### src/rtl/sl_preceptron_pkg.sv
// Shared sl_preceptron constants and types.
// Holds the vector-TX FSM encoding and the default lane/width/length values.
package sl_preceptron_pkg;

   localparam int unsigned SL_LANES   = 4;
   localparam int unsigned SL_WIDTH   = 8;
   localparam int unsigned SL_VEC_LEN = 64;
   localparam int unsigned SL_GAP_W   = 4;

   typedef enum logic [1:0] {
      ST_IDLE = 2'd0,
      ST_PACK = 2'd1,
      ST_GAP  = 2'd2
   } vec_tx_state_e;

   // Counter width that stays at least one bit for degenerate sizes.
   function automatic int unsigned cnt_w(input int unsigned n);
      return (n > 1) ? $clog2(n) : 1;
   endfunction

endpackage

### src/rtl/sl_preceptron_vec_tx.sv
// Packs a stream of elements into multi-lane beats forming fixed-length vectors.
// Ports: clk/rst_n, s_valid/s_data/s_ready in, abort, cfg_gap, beat outputs, vec_count.
module sl_preceptron_vec_tx
   import sl_preceptron_pkg::*;
#(
   parameter int unsigned DATA_IN_LANES = SL_LANES,
   parameter int unsigned DATA_IN_WIDTH = SL_WIDTH,
   parameter int unsigned VECTOR_LENGTH = SL_VEC_LEN,
   parameter int unsigned GAP_WIDTH     = SL_GAP_W
) (
   input  logic                                   clk,
   input  logic                                   rst_n,
   input  logic                                   s_valid,
   input  logic [DATA_IN_WIDTH-1:0]               s_data,
   output logic                                   s_ready,
   input  logic                                   abort,
   input  logic [GAP_WIDTH-1:0]                   cfg_gap,
   output logic                                   data_valid,
   output logic [DATA_IN_WIDTH*DATA_IN_LANES-1:0] data_in,
   output logic                                   vec_start,
   output logic                                   vec_done,
   output logic [15:0]                            vec_count
);

   localparam int unsigned BEATS  = VECTOR_LENGTH / DATA_IN_LANES;
   localparam int unsigned FW     = cnt_w(DATA_IN_LANES);
   localparam int unsigned BW     = cnt_w(BEATS);
   localparam int unsigned BEAT_W = DATA_IN_WIDTH * DATA_IN_LANES;

   localparam logic [FW-1:0]        FILL_LAST = FW'(DATA_IN_LANES - 1);
   localparam logic [BW-1:0]        BEAT_LAST = BW'(BEATS - 1);
   localparam logic [GAP_WIDTH-1:0] GAP_ONE   = GAP_WIDTH'(1);

   vec_tx_state_e        state_q, state_d;
   logic [FW-1:0]        fill_q, fill_d;
   logic [BW-1:0]        beat_q, beat_d;
   logic [GAP_WIDTH-1:0] gap_q, gap_d;
   logic [BEAT_W-1:0]    buf_q, buf_d;
   logic [BEAT_W-1:0]    din_q, din_d;
   logic                 dv_q, dv_d;
   logic                 vs_q, vs_d;
   logic                 vd_q, vd_d;
   logic [15:0]          cnt_q, cnt_d;
   logic                 accept;
   logic                 beat_full;

   // Abort blocks acceptance outright so the coincident element is dropped.
   assign s_ready   = (state_q != ST_GAP);
   assign accept    = s_valid && s_ready && !abort;
   assign beat_full = accept && (fill_q == FILL_LAST);

   always_comb begin
      state_d = state_q;
      fill_d  = fill_q;
      beat_d  = beat_q;
      gap_d   = gap_q;
      buf_d   = buf_q;
      din_d   = din_q;
      dv_d    = 1'b0;
      vs_d    = 1'b0;
      vd_d    = 1'b0;
      cnt_d   = cnt_q;

      if (accept) begin
         buf_d[fill_q*DATA_IN_WIDTH +: DATA_IN_WIDTH] = s_data;
         fill_d = fill_q + 1'b1;
      end

      // The completed beat includes the element arriving this cycle.
      if (beat_full) begin
         fill_d = '0;
         din_d  = buf_d;
         dv_d   = 1'b1;
         vs_d   = (beat_q == '0);
         vd_d   = (beat_q == BEAT_LAST);
         if (vd_d) begin
            beat_d = '0;
            cnt_d  = cnt_q + 16'd1;
         end else begin
            beat_d = beat_q + 1'b1;
         end
      end

      unique case (state_q)
         ST_IDLE: begin
            if (accept) state_d = ST_PACK;
         end
         ST_PACK: begin
            // Gap length is captured in the vec_done cycle only.
            if (vd_q) begin
               if (cfg_gap != '0) begin
                  state_d = ST_GAP;
                  gap_d   = cfg_gap;
               end else if (!accept) begin
                  state_d = ST_IDLE;
               end
            end
         end
         ST_GAP: begin
            if (gap_q <= GAP_ONE) begin
               state_d = ST_IDLE;
               gap_d   = '0;
            end else begin
               gap_d = gap_q - 1'b1;
            end
         end
         default: state_d = ST_IDLE;
      endcase

      if (abort) begin
         state_d = ST_IDLE;
         fill_d  = '0;
         beat_d  = '0;
         gap_d   = '0;
      end
   end

   always_ff @(posedge clk or negedge rst_n) begin
      if (!rst_n) begin
         state_q <= ST_IDLE;
         fill_q  <= '0;
         beat_q  <= '0;
         gap_q   <= '0;
         buf_q   <= '0;
         din_q   <= '0;
         dv_q    <= 1'b0;
         vs_q    <= 1'b0;
         vd_q    <= 1'b0;
         cnt_q   <= '0;
      end else begin
         state_q <= state_d;
         fill_q  <= fill_d;
         beat_q  <= beat_d;
         gap_q   <= gap_d;
         buf_q   <= buf_d;
         din_q   <= din_d;
         dv_q    <= dv_d;
         vs_q    <= vs_d;
         vd_q    <= vd_d;
         cnt_q   <= cnt_d;
      end
   end

   assign data_valid = dv_q;
   assign data_in    = din_q;
   assign vec_start  = vs_q;
   assign vec_done   = vd_q;
   assign vec_count  = cnt_q;

endmodule

### config.mk
export PLATFORM = sky130hd
export DESIGN_NAME = sl_preceptron_vec_tx
export DESIGN_NICKNAME = d
export VERILOG_FILES = /design/src/rtl/sl_preceptron_pkg.sv /design/src/rtl/sl_preceptron_vec_tx.sv
export SDC_FILE = /design/constraint.sdc
export NUM_CORES = 1
export LEC_CHECK = 0
export ABC_AREA = 1
export BUFFER_PORTS_ARGS = -buffer_cell sky130_fd_sc_hd__buf_4
export CAP_MARGIN = 40
export CORE_MARGIN = 8
export CORE_UTILIZATION = 31
export CTS_BUF_LIST = sky130_fd_sc_hd__clkbuf_16
export CTS_CLUSTER_SIZE = 16
export DETAILED_ROUTE_END_ITERATION = 10
export MAX_ROUTING_LAYER = met4
export PLACE_DENSITY = 0.58
export SLEW_MARGIN = 10
export SYNTH_ARGS = -nofsm -noshare
export SYNTH_HDL_FRONTEND = slang
export SYNTH_SLANG_ARGS = --single-unit
### constraint.sdc
create_clock -name clk -period 2.23 [get_ports clk]
set_clock_uncertainty 0.2 [all_clocks]
set_input_delay 0 -clock clk [delete_from_list [all_inputs] [get_ports clk]]
set_output_delay 0 -clock clk [all_outputs]
set_load 0.02 [all_outputs]
==> reports/qor.txt <==
Global routing usage on met1: 0.155
Post-DRT Antenna Nets: 0
GR met2 Demand/Resource: 0.193
CTS Buf Count: 9
Rel. slew slack: 0.705
Leakage: 3.10 nW
Largest net degree at the start of global routing: 42
Routed via count: 3969
Cell Area, Synth: 0.00462 mm²
Post-Syn Instances: 597
GRT overflow: 0
CTS H-tree depth: 3
CTS tree: yes
Final net count: 718
Setup repair bufs after CTS: 0
First-pass GRT wire length: 19100 µm
Ys flop type: dfrtp_1
Pwr dens: 779 mW/mm²
Final Setup Violations: 0
Number of global-route vias before repair: 3874
Core Area: 0.0145 mm²
Die height: 138 µm
Net Count, Synth: 624
Worst vdd ir: 317 µV
Row count: 44
Clk root buf: clkbuf_16
Syn_area_per_cell: 7.74 µm²
Initial core utilization: 0.318
Kind of critical path: register to register
CTS clk-pin slew, worst paths: 60 ps
Path category of the worst min-delay check: input port to asynchronous set/reset pin
Final GP Congestion: 0.877
Data arrival, critical path: 2110 ps
Crit end category: register
Layout cells sized above 1: 0.146
# DRC: 0
Port buffer count: 67
Max FO, Critical Path: 4
Fillers: 1501
Synth-to-Final Area Change: 25.4%
Post-synth EDFFs: 0
Longest Clk Path Bufs: 2
Gr usage total: 0.121
Critical Path Source Type: register
Asr flop ratio synth: 1.00
Total negative setup slack: 0 ps
Area of the multi-input gates: 0.00199 mm²
Slew Viols, Final: 0
DRT iter0 DRCs: 265
GRT met3 Usage: 0.0182
Final min period: 2040 ps
Diode count: 0
FF+latch count, synth: 95
Count of final hold-check violations: 0
Syn. warnings: 0
Unrepaired setup endpoints after global routing: no
Clk Latency, worst-skew pair: 330 ps
Yosys cell types: 29
Worst Path Required: 2300 ps
Period utilization: 0.915
Max Freq: 490 MHz
Outcome: finished clean
Clock Sinks: 95
Max-cap violation count: 0
Slew @ Worst Pin: 440 ps
Final WL: 11400 µm
Hpwl dp: 8390 µm
Mean routed wirelength per cell: 12.9 µm
Sequential Area: 0.00238 mm²
Die area: 0.0191 mm²
Io pins: 68
Initial antenna violation count: 0
Drt first pass iters: 4
Hold_ws: 23.1 ps
Register area share after synthesis: 0.514
Busiest grt layer: met2
Vias per cell: 4.52
Die X: 138 µm
-- timing repair --
item	CTS	global route
resized for setup	0	1
hold buffers	18	0
endpoints found under the hold margin	175	0
setup endpoints to repair	0	1
-- flip-flops by register name (all words and copies together), names as in the netlist --
signal and count:
vec_done 1, buf_q 32, vec_count 16, gap_q 4
data_in 32, data_valid 1, beat_q 4, state_q 2
fill_q 2, vec_start 1
-- through the flow --
stage / cell area, µm² / setup slack [ps] / util / instances / power, mW
floorplan: 4620 / 244 / - / 597 / 2.79
global placement: 5350 / 319 / 0.368 / 845 / 3.13
detailed placement: 5350 / 272 / 0.368 / 845 / 3.16
CTS: 5780 / 127 / 0.398 / 877 / 4.56
global route: 5790 / 5.58 / 0.399 / 878 / 4.81
finish: 5790 / 190 / 0.399 / 878 / 4.51
-- layer usage --
| layer | vias up | wire (µm) | share of wire |
|---|---|---|---|
| li1 | 2019 | - | - |
| met1 | 1874 | 5450 | 0.48 |
| met2 | 65 | 5440 | 0.48 |
| met3 | 11 | 266 | 0.023 |
| met4 | 0 | 197 | 0.017 |
| met5 | - | 0 | 0 |
-- worst max-delay path, cell delays in order (launching register included) --
cell	delay, ps
dfrtp_1	390
inv_1	90
ha_1	240
o21ai_1	170
nand2_1	60
o21ai_0	170
nand2_1	60
dlygate4sd3_1	550
nand2_1	60
-- cell families (layout without fill, tap and decap cells) --
kind of cell	count (synthesis)	in the layout	synth area share
simple gates	407	407	0.367
flops	95	95	0.514
buf+inv	59	156	0.0558
compound gates	19	19	0.0211
fa+ha+maj	11	11	0.0298
xor+xnor	6	6	0.0114
-- synth_stat cells, types with 3 or more instances --
library cell,instances,area share
and2_1,9,0.012
buf_6,4,0.0097
clkbuf_1,3,0.0024
dfrtp_1,95,0.51
ha_1,11,0.030
inv_1,46,0.037
inv_2,3,0.0024
nand2_1,293,0.24
nand3_1,26,0.028
nand3b_1,4,0.0065
nand4_1,9,0.012
nor2_1,52,0.042
nor2_2,4,0.0054
o21ai_0,15,0.016
xnor2_1,4,0.0076
-- where the power goes --
group,switching [mW],leakage (nW),total [mW],internal [mW]
Sequential,0.127,1.30,2.06,1.94
Clock,0.617,0.126,1.35,0.735
Combinational,0.679,1.68,1.10,0.418
-- layout make-up --
class                      count  share of cell area
sequential                    95               0.410
multi-input combinational    443               0.343
timing repair buffer          93               0.132
tap                          184              0.0397
clock buffer                   9              0.0389
inverter                      49              0.0317
clock inverter                 5             0.00497
-- cell usage in the layout (no fill, tap or decap), drive strengths merged --
cell type and n:
nand2 295, dfrtp 95, buf 75, nor2 58, inv 50, nand3 27, dlygate4sd3 18, o21ai 16
ha 11, nand4 10, and2 9, clkbuf 9, xnor2 4, nand3b 4, nor3 3, clkinv 3
xor2 2, a21oi 2, nor4 1, o31ai 1, clkinvlp 1
-- final timing paths --
check                                     start                  endpoint  slack [ps]  depth (start not counted)
setup reg to reg           gap_q[0]$_DFFE_PN0P_      gap_q[3]$_DFFE_PN0P_         190                          8
hold / removal                            rst_n  vec_count[7]$_DFFE_PN0P_          20                          3
hold reg to reg             buf_q[18]$_DFF_PN0_       buf_q[18]$_DFF_PN0_         270                          2
min in group clk            buf_q[18]$_DFF_PN0_       buf_q[18]$_DFF_PN0_         270                          2
setup / recovery           gap_q[0]$_DFFE_PN0P_      gap_q[3]$_DFFE_PN0P_         190                          8
max in group asynchronous                 rst_n   data_in[17]$_DFFE_PN0P_         960                          4
Power figures use the tool's default switching activity.
